File: src/rtl/fetch_decode_ctrl.sv
// Purpose : multicycle fetch/decode front-end; holds the PC, reads a synchronous ROM,
//           decodes addi/add/bne into datapath controls and resolves bne from EQ.
// Latency : three cycles per instruction (FETCH, DECODE, EXECUTE); no backpressure,
//           'en' only gates the start of a new fetch, an illegal opcode parks in HALT.
// Ports   : clk/rst (sync, active-high); en run enable; imem_addr/imem_rdata ROM
//           interface (data one cycle after address); EQ branch flag from the ALU;
//           rs1/rs2/rd/RegWrite/ImmOp/ALUsrc/ALUctrl datapath controls; pc; halted.
module fetch_decode_ctrl #(
    parameter int                    DATA_WIDTH      = 32,
    parameter int                    ADD_WIDTH       = 5,
    parameter int                    IMEM_ADDR_WIDTH = 8,
    parameter logic [DATA_WIDTH-1:0] RESET_PC        = 32'h0
) (
    input  logic                       clk,
    input  logic                       rst,
    input  logic                       en,
    output logic [IMEM_ADDR_WIDTH-1:0] imem_addr,
    input  logic [DATA_WIDTH-1:0]      imem_rdata,
    input  logic                       EQ,
    output logic [ADD_WIDTH-1:0]       rs1,
    output logic [ADD_WIDTH-1:0]       rs2,
    output logic [ADD_WIDTH-1:0]       rd,
    output logic                       RegWrite,
    output logic [DATA_WIDTH-1:0]      ImmOp,
    output logic                       ALUsrc,
    output logic                       ALUctrl,
    output logic [DATA_WIDTH-1:0]      pc,
    output logic                       halted
);

    typedef enum logic [1:0] {
        S_FETCH   = 2'd0,
        S_DECODE  = 2'd1,
        S_EXECUTE = 2'd2,
        S_HALT    = 2'd3
    } state_t;

    localparam logic [6:0] OP_IMM    = 7'b0010011;
    localparam logic [6:0] OP_REG    = 7'b0110011;
    localparam logic [6:0] OP_BRANCH = 7'b1100011;

    state_t                state, state_nxt;
    logic [DATA_WIDTH-1:0] pc_nxt;
    logic [DATA_WIDTH-1:0] ir;
    logic [DATA_WIDTH-1:0] imm_i;
    logic [DATA_WIDTH-1:0] imm_b;
    logic                  is_addi, is_add, is_bne;
    logic                  rdata_legal;

    assign imem_addr = pc[IMEM_ADDR_WIDTH-1:0];

    // Register fields are passed through raw; gating happens on the enables only.
    assign rs1 = ir[19:15];
    assign rs2 = ir[24:20];
    assign rd  = ir[11:7];

    assign is_addi = (ir[6:0] == OP_IMM)    && (ir[14:12] == 3'b000);
    assign is_add  = (ir[6:0] == OP_REG)    && (ir[14:12] == 3'b000) && (ir[31:25] == 7'b0000000);
    assign is_bne  = (ir[6:0] == OP_BRANCH) && (ir[14:12] == 3'b001);

    // Legality is judged on the ROM word itself so DECODE can branch to HALT
    // in the same cycle the word is captured into IR.
    assign rdata_legal =
        ((imem_rdata[6:0] == OP_IMM)    && (imem_rdata[14:12] == 3'b000)) ||
        ((imem_rdata[6:0] == OP_REG)    && (imem_rdata[14:12] == 3'b000) &&
         (imem_rdata[31:25] == 7'b0000000)) ||
        ((imem_rdata[6:0] == OP_BRANCH) && (imem_rdata[14:12] == 3'b001));

    assign imm_i = {{(DATA_WIDTH-12){ir[31]}}, ir[31:20]};
    assign imm_b = {{(DATA_WIDTH-13){ir[31]}}, ir[31], ir[7], ir[30:25], ir[11:8], 1'b0};

    always_ff @(posedge clk) begin
        if (rst) begin
            state  <= S_FETCH;
            pc     <= RESET_PC;
            ir     <= '0;
            halted <= 1'b0;
        end else begin
            state <= state_nxt;
            pc    <= pc_nxt;
            if (state == S_DECODE) begin
                ir <= imem_rdata;
                if (!rdata_legal) begin
                    halted <= 1'b1;
                end
            end
        end
    end

    always_comb begin
        state_nxt = state;
        pc_nxt    = pc;
        RegWrite  = 1'b0;
        ALUsrc    = 1'b0;
        ALUctrl   = 1'b0;
        ImmOp     = '0;
        case (state)
            S_FETCH: begin
                if (en) begin
                    state_nxt = S_DECODE;
                end
            end
            S_DECODE: begin
                state_nxt = rdata_legal ? S_EXECUTE : S_HALT;
            end
            S_EXECUTE: begin
                state_nxt = S_FETCH;
                // Taken bne adds the branch offset; everything else steps one word.
                // Wrap-around at the top of the address space is intentional.
                pc_nxt = pc + ((is_bne && !EQ) ? imm_b : DATA_WIDTH'(4));
                // Controls are suppressed while rst is high so a reset landing
                // mid-EXECUTE never writes the register file.
                if (!rst) begin
                    RegWrite = is_addi || is_add;
                    ALUsrc   = is_addi;
                    ALUctrl  = is_bne;
                    if (is_addi) begin
                        ImmOp = imm_i;
                    end else if (is_bne) begin
                        ImmOp = imm_b;
                    end
                end
            end
            default: begin
                state_nxt = S_HALT;
            end
        endcase
    end

endmodule

File: config.mk
export PLATFORM = sky130hd
export DESIGN_NAME = fetch_decode_ctrl
export DESIGN_NICKNAME = d
export VERILOG_FILES = /design/src/rtl/fetch_decode_ctrl.sv
export SDC_FILE = /design/constraint.sdc
export NUM_CORES = 1
export LEC_CHECK = 0
export ABC_AREA = 1
export ABC_CLOCK_PERIOD_IN_PS = 3800
export CORE_MARGIN = 2
export CORE_UTILIZATION = 51
export DETAILED_ROUTE_END_ITERATION = 10
export GPL_TIMING_DRIVEN = 0
export PLACE_DENSITY = 0.82
export SLEW_MARGIN = 10
export SYNTH_ARGS = -nofsm -noshare
export SYNTH_HDL_FRONTEND = slang
export SYNTH_SLANG_ARGS = --single-unit
File: constraint.sdc
create_clock -name clk -period 3.8 [get_ports clk]
set_input_delay 0.76 -clock clk [delete_from_list [all_inputs] [get_ports clk]]
set_output_delay 0.76 -clock clk [all_outputs]
set_load 0.1 [all_outputs]
### After elaboration in Yosys (flattened, before gate mapping)

Cells that the tools add are included.

* register bits after elaboration: 67
* logic and storage cells: 50
* output and inout port bits: 91

* equal/unequal tests: 11
* multiplexer cells: 14
* bitwise gates (word level): 1
* reductions and logical operators: 19
* add/sub/neg operators: 1

Operators with widths (count)
* 2-to-1 mux 32 bit: 5
* adder 32 bit: 1
* equality test 7 x 5 -> 1 bit (second input constant): 2
* equality test 7 x 6 -> 1 bit (second input constant): 2
* equality test 7 bit (second input constant): 2
* zero test 7 bit: 2
* logical AND 1 bit: 9
* 2-to-1 mux 1 bit: 7
* equality test 3 x 1 -> 1 bit (second input constant): 2
* zero test 3 bit: 2
* one-hot mux 2 bit (3 select lines): 1
* logical OR 1 bit: 3
* equality test 2 x 1 -> 1 bit (second input constant): 1
* equality test 2 bit (second input constant): 1
* zero test 2 bit: 1
* 2-to-1 mux 2 bit: 1
* inequality test 2 bit (second input constant): 1
* AND reduction 2 bit: 1
* zero test 1 bit: 1
* inverter 1 bit: 1

### Depth between registers and ports, before layout

* depth after elaboration: 7
* mapped depth: 25
* depth with buffers taken out: 24

### Least setup slack after synthesis

No wires, ideal clock.

* path kind: in2out
* start point: in rst
* end point: out ImmOp[11]
* arrival: 5.121 ns
* setup slack: -2.081 ns
* stages on the path: 6
* path through: clkbuf_1 > nor2_1 > clkinv_1 > nor2_1 > inv_1 > o21ai_0

* word-level cells in the longest chain between the ends: 2

Ends and longest elaborated chain
* start, declared: RTL line 15 `input logic rst,`
* 2-to-1 mux 32 bit: RTL line 113 `if (!rst) begin`
* 2-to-1 mux 32 bit: RTL line 97 `case (state)`
* end, declared: RTL line 24 `output logic [DATA_WIDTH-1:0] ImmOp,`

Every way passes these cells.

### Worst setup path in the final report

* start point: reg state[1]
* end point: out ImmOp[11]

* word-level cells in the longest chain between the ends: 2

Ends and longest elaborated chain
* start, declared: RTL line 42 `state_t state, state_nxt;`
* start signal, assigned: RTL line 79 `state <= state_nxt;`
* equality test 2 bit: RTL line 97
* 2-to-1 mux 32 bit: RTL line 97

Every way passes these cells.

==> flow_summary.yaml <==
global_routing:
  grt_max_degree: 21
  grt.overflow.total: 0
  grt_pass1_wl_microns: 27000
  grt_use_total_pct: 30.8
  antenna_found_initial: 0
  first_global_vias: 5343
timing:
  timing.final.crit_share_pct: 94.2
  setup_viol: 0
  finalClockSkew_ns: 0.0114
  setup_tns_ns: 0
  relSlewSlack_pct: 33.3
  slew_violations: 0
  setup_ws_ns: 0.220
  tightestPinTransition_ns: 0.997
  fmaxAchievable_ghz: 0.279
  min_period_ns: 3.58
  hold_viol: 0
placement:
  dp_hpwl_microns: 13100
  gp_congestion: 0.967
  numPortBuffers: 123
  placed_cell_area_sq_um: 6650
  pre_cts_slack_ns: -0.664
flow_run:
  drv_cap: 0
clock_tree:
  clock_latency_ns: 0.36
  cts_sinks: 66
  h-tree-depth: 3
  path_clk_slew_ns: 0.09
  hold_buffers: 0
  cts_buffers: 9
  cts_root_buf: "clkbuf_8"
  clockBufferDepth: 2
  cts_tree: "built"
power:
  seqPwrFrac_pct: 35.2
  pwr-share-comb_pct: 33.2
  ir_worst_vdd_mv: 0.218
  p_sw_share_pct: 40.5
  p_clk_share_pct: 31.6
  power.internal_mw: 1.34
  power_switching_mw: 0.917
  total_power_mw: 2.26
  p_per_area_nw_per_um2: 332
  p_leak_nw: 3.21
die:
  design.core.area_sq_um: 9860
  dieArea_sq_um: 11100
  rows: 36
  dieWidth_microns: 105
  ios: 127
  die_h_microns: 105
  start_util_pct: 52.9
status:
  outcome: "complete, no violations"
synthesis:
  syn_area_sq_um: 5220
  synth_top_cell_by_area: "dfxtp_1"
  ys_top_cells_by_count: "nand2_1, inv_1, nor2_1, o21ai_0, dfxtp_1"
  synth_edf_count: 0
  yosysSeqAreaShare_pct: 25.3
  synth-seq-cells: 66
  synth_area_per_cell_sq_um: 6.30
  synth_top_area_share_pct: 25.3
  yosysWarnings: 0
  netlist_instances: 828
  synth.distinct_cells: 42
  yosysMostFrequentCell: "nand2_1"
  netlist_top_cells_area: "dfxtp_1, nand2_1, inv_1, nor2_1, o21ai_0"
  synthArstFlopShare_pct: 0
  yosys_most_used_dff: "dfxtp_1"
route:
  wire_per_inst_microns: 15.6
  route.detailed.drc: 0
  postRouteAntennaNets: 0
  drt-pass1-iter-count: 5
  postRouteWirelength_microns: 17200
  vias: 5931
  viasPerCell: 5.38
  drtIter0Drc: 521
final_layout:
  drive_gt1_share_pct: 16.3
  nets: 1013
  area_growth_pct: 30.7
  insertedDiodeCount: 0
  fin_area_sq_um: 6820
critical_path:
  startpoint_type: "flop"
  critPathBufInv: 5
  worstPathCellList: "inv_1, nor2_1, clkinvlp_4, nor2_1, clkinvlp_4, nor2_2, inv_1, o21ai_2, clkbuf_4"
  path_max_fanout: 10
  worst_ep_required_time_ns: 3.04
  end_kind: "output port"
  path_delay_family: "buffers and inverters"
  cpPeakStageDelay_ns: 0.35
  critPathArrivalTime_ns: 2.82
  criticalPathCategory: "flop to output port"
  crit_slowest_cell: "dfxtp_1"
hold_path:
  hold_class: "flop to flop"
-- area by class of cell --
class / count / area, sq um
Sequential cell: 66 / 1320
Timing Repair Buffer: 124 / 1130
Tap cell: 133 / 166
Inverter: 112 / 428
Clock inverter: 6 / 95.1
Fill cell: 900 / 3050
Clock buffer: 10 / 138
Buffer: 82 / 502
Multi-Input combinational cell: 570 / 3040
-- power by group through the flow --
stage                     combinational [mW]  clock, mW  sequential [mW]
after floorplan                        0.396          0            0.959
after global placement                 0.734          0            0.809
after detailed placement               0.741          0            0.811
after CTS                              0.743      0.718            0.795
after global routing                   0.791      0.745            0.804
final                                  0.750      0.715            0.796
-- worst register-to-register path, cell delays in order (launching register included) --
cell and delay [ns]:
dfxtp_1 0.43, nand3_2 0.15, nor2_2 0.17, nand2_1 0.17
nor2_4 0.16, inv_1 0.07, clkbuf_1 0.20, nor2_1 0.14
ha_1 0.16, inv_1 0.06, fa_1 0.40, inv_1 0.12
nand3_1 0.09, nand3_1 0.14, nand4_1 0.15, nand2_2 0.14
nand2_1 0.06, nand2_1 0.19, nand3_2 0.13, nand3_1 0.10
nand3_1 0.08, nand2_1 0.08, inv_1 0.04
-- cells in the final DEF (no fill, tap or decap), types with 15 or more instances in the layout --
cell type,netlist,final
o21ai_0,67,61
nand4_1,15,15
a21oi_1,49,49
nand2_1,171,170
dfxtp_1,66,66
o41ai_1,26,26
nand3_1,37,37
clkdlybuf4s50_1,0,88
inv_1,106,106
nor2_1,97,93
buf_4,44,64
clkbuf_1,29,29
-- cells by family (layout without fill, tap and decap cells) --
family | count (synthesis) | after routing | synth area share [%]
buffers and inverters | 194 | 334 | 17.7
xor gates and xnor gates | 14 | 14 | 2.35
other | 1 | 2 | 0.0719
DFF | 66 | 66 | 25.3
adders and majority gates | 12 | 12 | 3.02
and+or+nand+nor | 379 | 380 | 33.3
AOI/OAI and AO/OA | 162 | 162 | 18.3
-- path summary, 6_finish.rpt --
check / from / to / slack (ns) / cells after the start
max: state[1] / ImmOp[11] / 0.22 / 9
min: halted / halted / 0.46 / 2
max reg2reg: ir[5] / pc[31] / 0.30 / 22
min reg2reg: halted / halted / 0.46 / 2
-- state kept, by name (all words and copies together), names as in the netlist --
signal	flops
halted	1
pc	31
state	2
ir	32
-- per-stage QoR --
stage	instances	utilization, %	hold slack (ns)
2_1_floorplan	829	-	0.445
3_3_place_gp	1085	67.4	0.448
3_5_place_dp	1085	67.4	0.448
4_1_cts	1101	69.2	0.466
5_1_grt	1103	69.1	0.518
6_report	1103	69.1	0.461
-- routing by layer --
layer / wire, microns / track usage (%) / vias to the layer above
met5: 0 / 0 / -
li1: - / - / 2947
met1: 7590 / 42.3 / 2655
met4: 454 / 10.2 / 0
met3: 1600 / 6.24 / 37
met2: 7570 / 48.1 / 292
-- what timing repair did --
action / in CTS / in global routing
buffers inserted: 0 / 1
resized for setup: 112 / 50
setup endpoints to repair: 36 / 45
gates cloned: 0 / 1
pin swaps: 1 / 1
Note: power is estimated with default switching activity, not from simulation.
